$ cat src/rtl/iram_controller.sv
// Instruction-RAM refill controller: on an instruction-cache miss it reads one aligned
// line from a fixed-latency synchronous instruction memory and streams the words back
// to the core, one per cycle, each marked by a word_ready pulse.
module iram_controller #(
    parameter int ADDR_W      = 32,
    parameter int WORD_W      = 32,
    parameter int LINE_WORDS  = 4,
    parameter int MEM_AW      = 10,
    parameter int MEM_LATENCY = 2
) (
    input  logic              clk,
    input  logic              nrst,
    input  logic              i_miss,
    input  logic [ADDR_W-1:0] iram_address,
    output logic [WORD_W-1:0] imem_word,
    output logic              word_ready,
    output logic              busy,
    output logic              addr_err,
    output logic              mem_re,
    output logic [MEM_AW-1:0] mem_addr,
    input  logic [WORD_W-1:0] mem_rdata
);

    // Beat index width; the line is aligned, so a word address is {line index, beat}.
    localparam int BEAT_W = $clog2(LINE_WORDS);
    localparam logic [BEAT_W-1:0] LAST_BEAT = BEAT_W'(LINE_WORDS - 1);

    typedef enum logic [1:0] {
        IDLE,
        ISSUE,
        DRAIN,
        WAIT_CLR
    } state_t;

    state_t                     state;
    state_t                     state_nxt;
    logic [MEM_AW-BEAT_W-1:0]   line_index;
    logic                       out_of_range;
    logic [BEAT_W-1:0]          issue_cnt;
    logic [BEAT_W-1:0]          ret_cnt;
    logic [MEM_LATENCY-1:0]     valid_pipe;
    logic [WORD_W-1:0]          last_word;
    logic                       capture;
    logic                       last_return;
    logic                       unused_addr_bits;

    // The byte offset within a line never matters: the whole line is always fetched.
    assign unused_addr_bits = ^iram_address[BEAT_W+1:0];

    assign capture     = (state == IDLE) && i_miss;
    assign word_ready  = valid_pipe[MEM_LATENCY-1];
    assign last_return = word_ready && (ret_cnt == LAST_BEAT);
    assign imem_word   = word_ready ? mem_rdata : last_word;

    // State register.
    always_ff @(posedge clk) begin
        if (!nrst) begin
            state <= IDLE;
        end else begin
            state <= state_nxt;
        end
    end

    // Next-state decode plus the memory-side and status outputs driven from the state.
    always_comb begin
        state_nxt = state;
        busy      = 1'b0;
        mem_re    = 1'b0;
        mem_addr  = '0;
        addr_err  = 1'b0;
        case (state)
            IDLE: begin
                if (i_miss) begin
                    state_nxt = ISSUE;
                end
            end
            ISSUE: begin
                busy     = 1'b1;
                mem_re   = 1'b1;
                mem_addr = {line_index, issue_cnt};
                addr_err = out_of_range && (issue_cnt == '0);
                if (issue_cnt == LAST_BEAT) begin
                    state_nxt = DRAIN;
                end
            end
            DRAIN: begin
                busy = 1'b1;
                if (last_return) begin
                    state_nxt = WAIT_CLR;
                end
            end
            WAIT_CLR: begin
                busy = 1'b1;
                if (!i_miss) begin
                    state_nxt = IDLE;
                end
            end
            default: begin
                state_nxt = IDLE;
            end
        endcase
    end

    // Request capture: the line index is frozen at accept so later address changes are ignored.
    always_ff @(posedge clk) begin
        if (!nrst) begin
            line_index   <= '0;
            out_of_range <= 1'b0;
            issue_cnt    <= '0;
        end else if (capture) begin
            line_index   <= iram_address[MEM_AW+1:BEAT_W+2];
            out_of_range <= |iram_address[ADDR_W-1:MEM_AW+2];
            issue_cnt    <= '0;
        end else if (mem_re) begin
            issue_cnt    <= issue_cnt + BEAT_W'(1);
        end
    end

    // Return path: one valid bit per read in flight, a returned-word count, and the held word.
    always_ff @(posedge clk) begin
        if (!nrst) begin
            valid_pipe <= '0;
            ret_cnt    <= '0;
            last_word  <= '0;
        end else begin
            valid_pipe <= (valid_pipe << 1) | MEM_LATENCY'(mem_re);
            if (capture) begin
                ret_cnt <= '0;
            end else if (word_ready) begin
                ret_cnt <= ret_cnt + BEAT_W'(1);
            end
            if (word_ready) begin
                last_word <= mem_rdata;
            end
        end
    end

endmodule

$ cat config.mk
export PLATFORM = sky130hd
export DESIGN_NAME = iram_controller
export DESIGN_NICKNAME = d
export VERILOG_FILES = /design/src/rtl/iram_controller.sv
export SDC_FILE = /design/constraint.sdc
export NUM_CORES = 1
export LEC_CHECK = 0
export ABC_AREA = 1
export BUFFER_PORTS_ARGS = -buffer_cell sky130_fd_sc_hd__buf_4
export CAP_MARGIN = 30
export CORE_UTILIZATION = 25
export DETAILED_ROUTE_END_ITERATION = 8
export GPL_ROUTABILITY_DRIVEN = 0
export PLACE_DENSITY = 0.47
export SLEW_MARGIN = 15
export SYNTH_ARGS = -nofsm -noshare
export SYNTH_HDL_FRONTEND = slang
export SYNTH_SLANG_ARGS = --single-unit
$ cat constraint.sdc
create_clock -name clk -period 3.7 [get_ports clk]
set_clock_uncertainty 0.05 [all_clocks]
set_input_delay 0.37 -clock clk [delete_from_list [all_inputs] [get_ports clk]]
set_output_delay 0.37 -clock clk [all_outputs]
set_load 0.02 [all_outputs]
==> flow_summary.yaml, run 1 <==
outcome:
  status: "completed"
global_routing:
  grt_pass1_wl_mm: 8.84
  antenna_found_initial: 0
  grt_pass1_vias: 1988
  grtUsageTotal_pct: 12.5
  overflow: 0
  grt_max_degree: 38
cells_and_area:
  area_delta_synth_final_pct: 45.8
  postLayoutCoreUtil_pct: 38.0
  stdcell_area_mm2: 0.00314
  layout-drive-gt1-share_pct: 29.2
  regArea_um2: 981
  fillers: 933
  layout.nets: 489
  stdcell_count: 520
  antennaDiodeCount: 0
  multi_input_area_um2: 985
cts:
  numCtsBuffers: 5
  htree_levels: 2
  clockRootBuffer: "clkbuf_8"
  cts.sinks: 49
  cts_tree: "yes"
  cts_max_path_buffers: 2
  clock_latency_ns: 0.29
  cts_resized: 0
  cts_hold_buf: 0
  post_cts.repair.setup_buffers: 0
  clk_pin_slew_ns: 0.08
floorplan:
  core_area_mm2: 0.00826
  fp.dieW_um: 94.8
  io_pins: 113
  die_area_mm2: 0.00899
  row_count: 33
  die_height_um: 94.8
  start_util_pct: 26.1
power:
  pwr-share-clk_pct: 23.0
  sw_frac_of_total_pct: 33.8
  power.density_mw_per_mm2: 468
  p_seq_share_pct: 42.4
  p_total_mw: 1.47
  power.switching_uw: 497
  p_int_uw: 973
  leakage_nw: 1.70
  combPwrFrac_pct: 34.6
  vdd_drop_max_mv: 0.184
timing:
  min_period_ns: 2.34
  setup_ws_ns: 1.36
  slew-limit-headroom_pct: 60.3
  finalSetupViolCount: 0
  worstMarginPinSlew_ns: 0.596
  holdWs_ns: 0.273
  drv_slew: 0
  max_freq_mhz: 428
  finalSetupTns_ns: 0
  hold_viol_final: 0
  rsz0062_at_grt: "false"
  post-route-period-util_pct: 63.2
synthesis:
  yosysSeqAreaShare_pct: 45.6
  synth_nets: 386
  async_flop_share_pct: 0
  yosys.area.top_type_share_pct: 45.6
  synthTopCellsByCount: "nand2_1 (128), dfxtp_1 (49), nor2_1 (38)"
  syn-cell-area_mm2: 0.00215
  synth_cell_type_count: 19
  synth_most_common_cell: "nand2_1"
  synth_edf_count: 0
  syn_inst: 311
  ys_seq_elements: 49
  synth_flop_cell: "dfxtp_1"
  yosys-top-cells-area: "dfxtp_1 (46%), nand2_1 (22%), a21oi_1 (7.9%), nor2_1 (6.6%), ha_1 (4.6%)"
  syn_avg_cell_area_um2: 6.92
  synth_top_cell_by_area: "dfxtp_1"
  yosys_warnings: 0
setup_path:
  critical_path_arrival_ns: 1.92
  r2r_start: "valid_pipe[1]$_SDFF_PN0_"
  critPathLaunchType: "register"
  rr_worst_depth: 4
  cp-startpoint: "valid_pipe[1]$_SDFF_PN0_"
  r2r-end: "last_word[20]$_SDFF_PN0_"
  critPathMaxFanout: 37
  path_class: "register to output port"
  cp-end-kind: "output port"
  reg2reg_slack_ns: 2.06
  crit_required_ns: 3.28
placement:
  placement.cell_area_mm2: 0.00304
  io_buffers: 108
  dp.cells: 512
  pre_cts_slack_ns: 1.59
  hpwl_mm: 3.92
min_path:
  holdPathEnd: "line_index[4]$_SDFFE_PN0P_"
  hold_start: "iram_address[8]"
  hold_class: "input port to register"
  hold_depth: 3
detailed_routing:
  drcViolationCount: 0
  routed_wirelength_mm: 5.38
  via_per_inst: 4.07
  drt_iter0_drc: 29
  antenna_left: 0
  wire_per_inst_um: 10.3
  vias: 2117
  dr.pass1.iters: 4
flow_run:
  drv_cap: 0
-- cells in the final DEF, fill, tap and decap left out, drive strengths merged --
| cell type | Yosys | final |
|---|---|---|
| clkbuf | 1 | 7 |
| dfxtp | 49 | 49 |
| ha | 8 | 8 |
| xnor2 | 1 | 1 |
| buf | 13 | 110 |
| o21ai | 8 | 8 |
| clkinv | 1 | 2 |
| a21oi | 34 | 34 |
| nor2 | 39 | 39 |
| nand3 | 2 | 2 |
| nand2 | 129 | 129 |
| mux2i | 1 | 1 |
| nor3 | 1 | 1 |
| inv | 24 | 24 |
-- how the worst max path moves through the flow --
stage                     slack (ns)             to  cells after the start
after detailed placement        1.59   imem_word[8]                      5
after CTS                       1.26   imem_word[8]                      5
after global placement          1.61  imem_word[25]                      5
after floorplan                 2.02    mem_addr[1]                      6
final                           1.36   imem_word[5]                      5
after global routing            1.09  imem_word[12]                      5
-- sequential cells by signal, indices dropped and copies added, names as in the netlist --
register	count
last_word	32
line_index	8
issue_cnt	2
ret_cnt	2
state	2
valid_pipe	2
out_of_range	1
-- cells by family (layout without fill, tap and decap cells) --
family | Yosys count | count (layout) | synth area share, %
buf+inv | 39 | 143 | 8.72
fa+ha+maj | 8 | 8 | 4.65
simple gates | 171 | 171 | 30.4
xor+xnor | 1 | 1 | 0.407
mux | 1 | 1 | 0.465
flops | 49 | 49 | 45.6
compound gates | 42 | 42 | 9.76
-- area by class of cell --
class / instances / share of cell area (%)
multi-input combinational: 223 / 31.4
sequential: 49 / 31.2
timing repair buffer: 110 / 26.9
tap: 105 / 4.18
clock buffer: 7 / 3.07
inverter: 25 / 3.03
clock inverter: 1 / 0.159
-- power groups by stage --
stage          clock network, mW  registers, mW  logic [mW]
2_1_floorplan                  0          0.631       0.332
3_3_place_gp                   0          0.634       0.511
3_5_place_dp                   0          0.636       0.520
4_1_cts                    0.360          0.624       0.520
5_1_grt                    0.378          0.632       0.577
6_report                   0.339          0.623       0.509
-- layer usage --
layer | global-route usage [%] | part of all wire [%] | up-vias
li1 | - | - | 1153
met1 | 15.4 | 46 | 894
met2 | 21.3 | 45 | 65
met3 | 3.54 | 8.1 | 5
met4 | 3.41 | 0.82 | 0
met5 | 0 | 0 | -
-- critical path, cell delays in order (launching register included) --
cell,delay (ns)
dfxtp_1,0.31
buf_4,0.36
clkinv_2,0.48
nand2_1,0.22
nand2_1,0.08
buf_4,0.16
No activity file was read; power rests on OpenSTA's default activity.
==> run 2, diff against run 1 <==
- clock period: 3.7 -> 2.4 ns (I/O delays scaled with it)
==> run 2 against run 1 <==
  * Flip-flop and latch count unchanged
  * Clock power up 45%
  * Worst setup slack worse by 0.94 ns
  * Sequential power up 55%
  * Sequential share of layout area up 0.24 points
  * Total power up 52%
  * Highest routed layer unchanged
  * Combinational power up 53%
  * Clock-buffer cell count down 2
  * Design area down 0.76%
  * Die area unchanged
==> flow_summary.yaml, run 2 (synthesis gave the netlist of run 1 again) <==
timing:
  finalSetupTns_ns: 0
  max_freq_mhz: 505
  setup_ws_ns: 0.422
  finalSetupViolCount: 0
  min_period_ns: 1.98
  worstMarginPinSlew_ns: 0.594
  rsz0062_at_grt: "false"
  holdWs_ns: 0.138
  drv_slew: 0
  hold_viol_final: 0
  post-route-period-util_pct: 82.4
  slew-limit-headroom_pct: 60.4
flow_run:
  drv_cap: 0
global_routing:
  grt_pass1_vias: 1922
  grt_util_met3_pct: 3.38
  overflow: 0
  grtUsageTotal_pct: 12.1
  antenna_found_initial: 0
  grt-busiest-layer: "met2"
  grt.met2_usage_pct: 19.2
  grt_pass1_wl_mm: 8.60
  grt_max_degree: 34
  use_met1_pct: 16.1
setup_path:
  crit_required_ns: 2.11
  critical_path.endpoint: "addr_err"
  critPathMaxFanout: 16
  r2r-end: "line_index[4]$_SDFFE_PN0P_"
  cp-end-kind: "output port"
  cp-startpoint: "state[1]$_SDFFE_PN0P_"
  path_cells: "inv_1 > ha_1 > nand2_1 > nor2_1 > buf_4"
  reg2reg_slack_ns: 0.75
  critPathMaxStageDelay_ns: 0.54
  critical_path_arrival_ns: 1.69
  path_class: "register to output port"
  rr_worst_depth: 6
  path_delay_family: "adder cells"
  r2r_start: "state[0]$_SDFFE_PN0P_"
  worst-path-buf-inv: 2
  critPathLaunchType: "register"
  path_depth: 5
  cp_slowest_cell: "ha_1"
cts:
  clockRootBuffer: "clkbuf_8"
  cts_resized: 0
  post_cts.repair.setup_buffers: 0
  htree_levels: 2
  cts.sinks: 49
  cts_max_path_buffers: 2
  cts_hold_buf: 0
  numCtsBuffers: 5
  cts_tree: "yes"
  clock_latency_ns: 0.30
  clk_pin_slew_ns: 0.09
power:
  pwr-share-clk_pct: 22.1
  leakage_nw: 1.68
  power.switching_uw: 792
  combPwrFrac_pct: 34.9
  p_seq_share_pct: 43.1
  power.density_mw_per_mm2: 718
  sw_frac_of_total_pct: 35.4
  p_int_mw: 1.44
  vdd_drop_max_mv: 0.276
detailed_routing:
  routed_wirelength_mm: 5.39
  drcViolationCount: 0
  wire_per_inst_um: 10.3
  vias: 2108
  antenna_left: 0
  drt_iter0_drc: 60
  via_per_inst: 4.05
  dr.pass1.iters: 4
floorplan:
  core_area_mm2: 0.00826
  row_count: 33
  io_pins: 113
  start_util_pct: 26.1
  fp.dieW_um: 94.8
  die_area_mm2: 0.00899
  die_height_um: 94.8
min_path:
  hold_start: "iram_address[10]"
  hold_class: "input port to register"
cells_and_area:
  top_regs: "last_word: 32 flops, line_index: 8 flops"
  fillers: 878
  postLayoutCoreUtil_pct: 37.7
  final_cell_mix: "nand2_1 (128), buf_4 (111), dfxtp_1 (49)"
  final_common_cell: "nand2_1"
  area_delta_synth_final_pct: 44.7
  layout-drive-gt1-share_pct: 29.3
  largest_reg_flops: 32
  stdcell_count: 521
  layout.nets: 490
  largest_register: "last_word"
  antennaDiodeCount: 0
placement:
  dp.cells: 513
  io_buffers: 108
  pre_cts_slack_ns: 0.701
  hpwl_mm: 3.89
outcome:
  status: "completed"
-- run 2: metal layers --
| layer | up-vias | part of all wire (%) |
|---|---|---|
| li1 | 1156 | - |
| met1 | 882 | 48 |
| met2 | 66 | 42 |
| met3 | 4 | 8.7 |
| met4 | 0 | 0.59 |
| met5 | - | 0 |
-- run 2: worst min path at each step --
stage,endpoint,cells after the start
3_5_place_dp,valid_pipe[1]$_SDFF_PN0_,2
4_1_cts,line_index[6]$_SDFFE_PN0P_,3
3_3_place_gp,valid_pipe[1]$_SDFF_PN0_,2
5_1_grt,line_index[3]$_SDFFE_PN0P_,3
6_report,line_index[6]$_SDFFE_PN0P_,3
2_1_floorplan,line_index[0]$_SDFFE_PN0P_,2
-- run 2: through the flow --
step	power, mW	instance area (um2)
floorplan	1.48	2150
global placement	1.77	3030
detailed placement	1.78	3030
CTS	2.28	3120
global route	2.40	3120
finish	2.24	3120
-- run 2: tightest hold or removal path: cells and delay by family --
kind,cells,cell delay [ns]
AOI/OAI and AO/OA,1,0.07
buffers and inverters,1,0.07
and+or+nand+nor,1,0.07
-- run 2: power by group through the flow --
stage	sequential (mW)	clock [mW]	combinational, mW
detailed placement	0.983	0	0.794
finish	0.964	0.493	0.779
global route	0.975	0.546	0.879
global placement	0.980	0	0.788
CTS	0.964	0.523	0.795
floorplan	0.972	0	0.512
-- run 2: final cells by class --
class                   instances  area (um2)  area share (%)
multi-input cells             223         985            31.6
repair buffers                111         833            26.7
inverters                      25        95.1            3.05
clock inverters                 3        21.3           0.683
clock buffers                   5        68.8            2.21
well taps                     105         131            4.22
flip-flops and latches         49         981            31.5
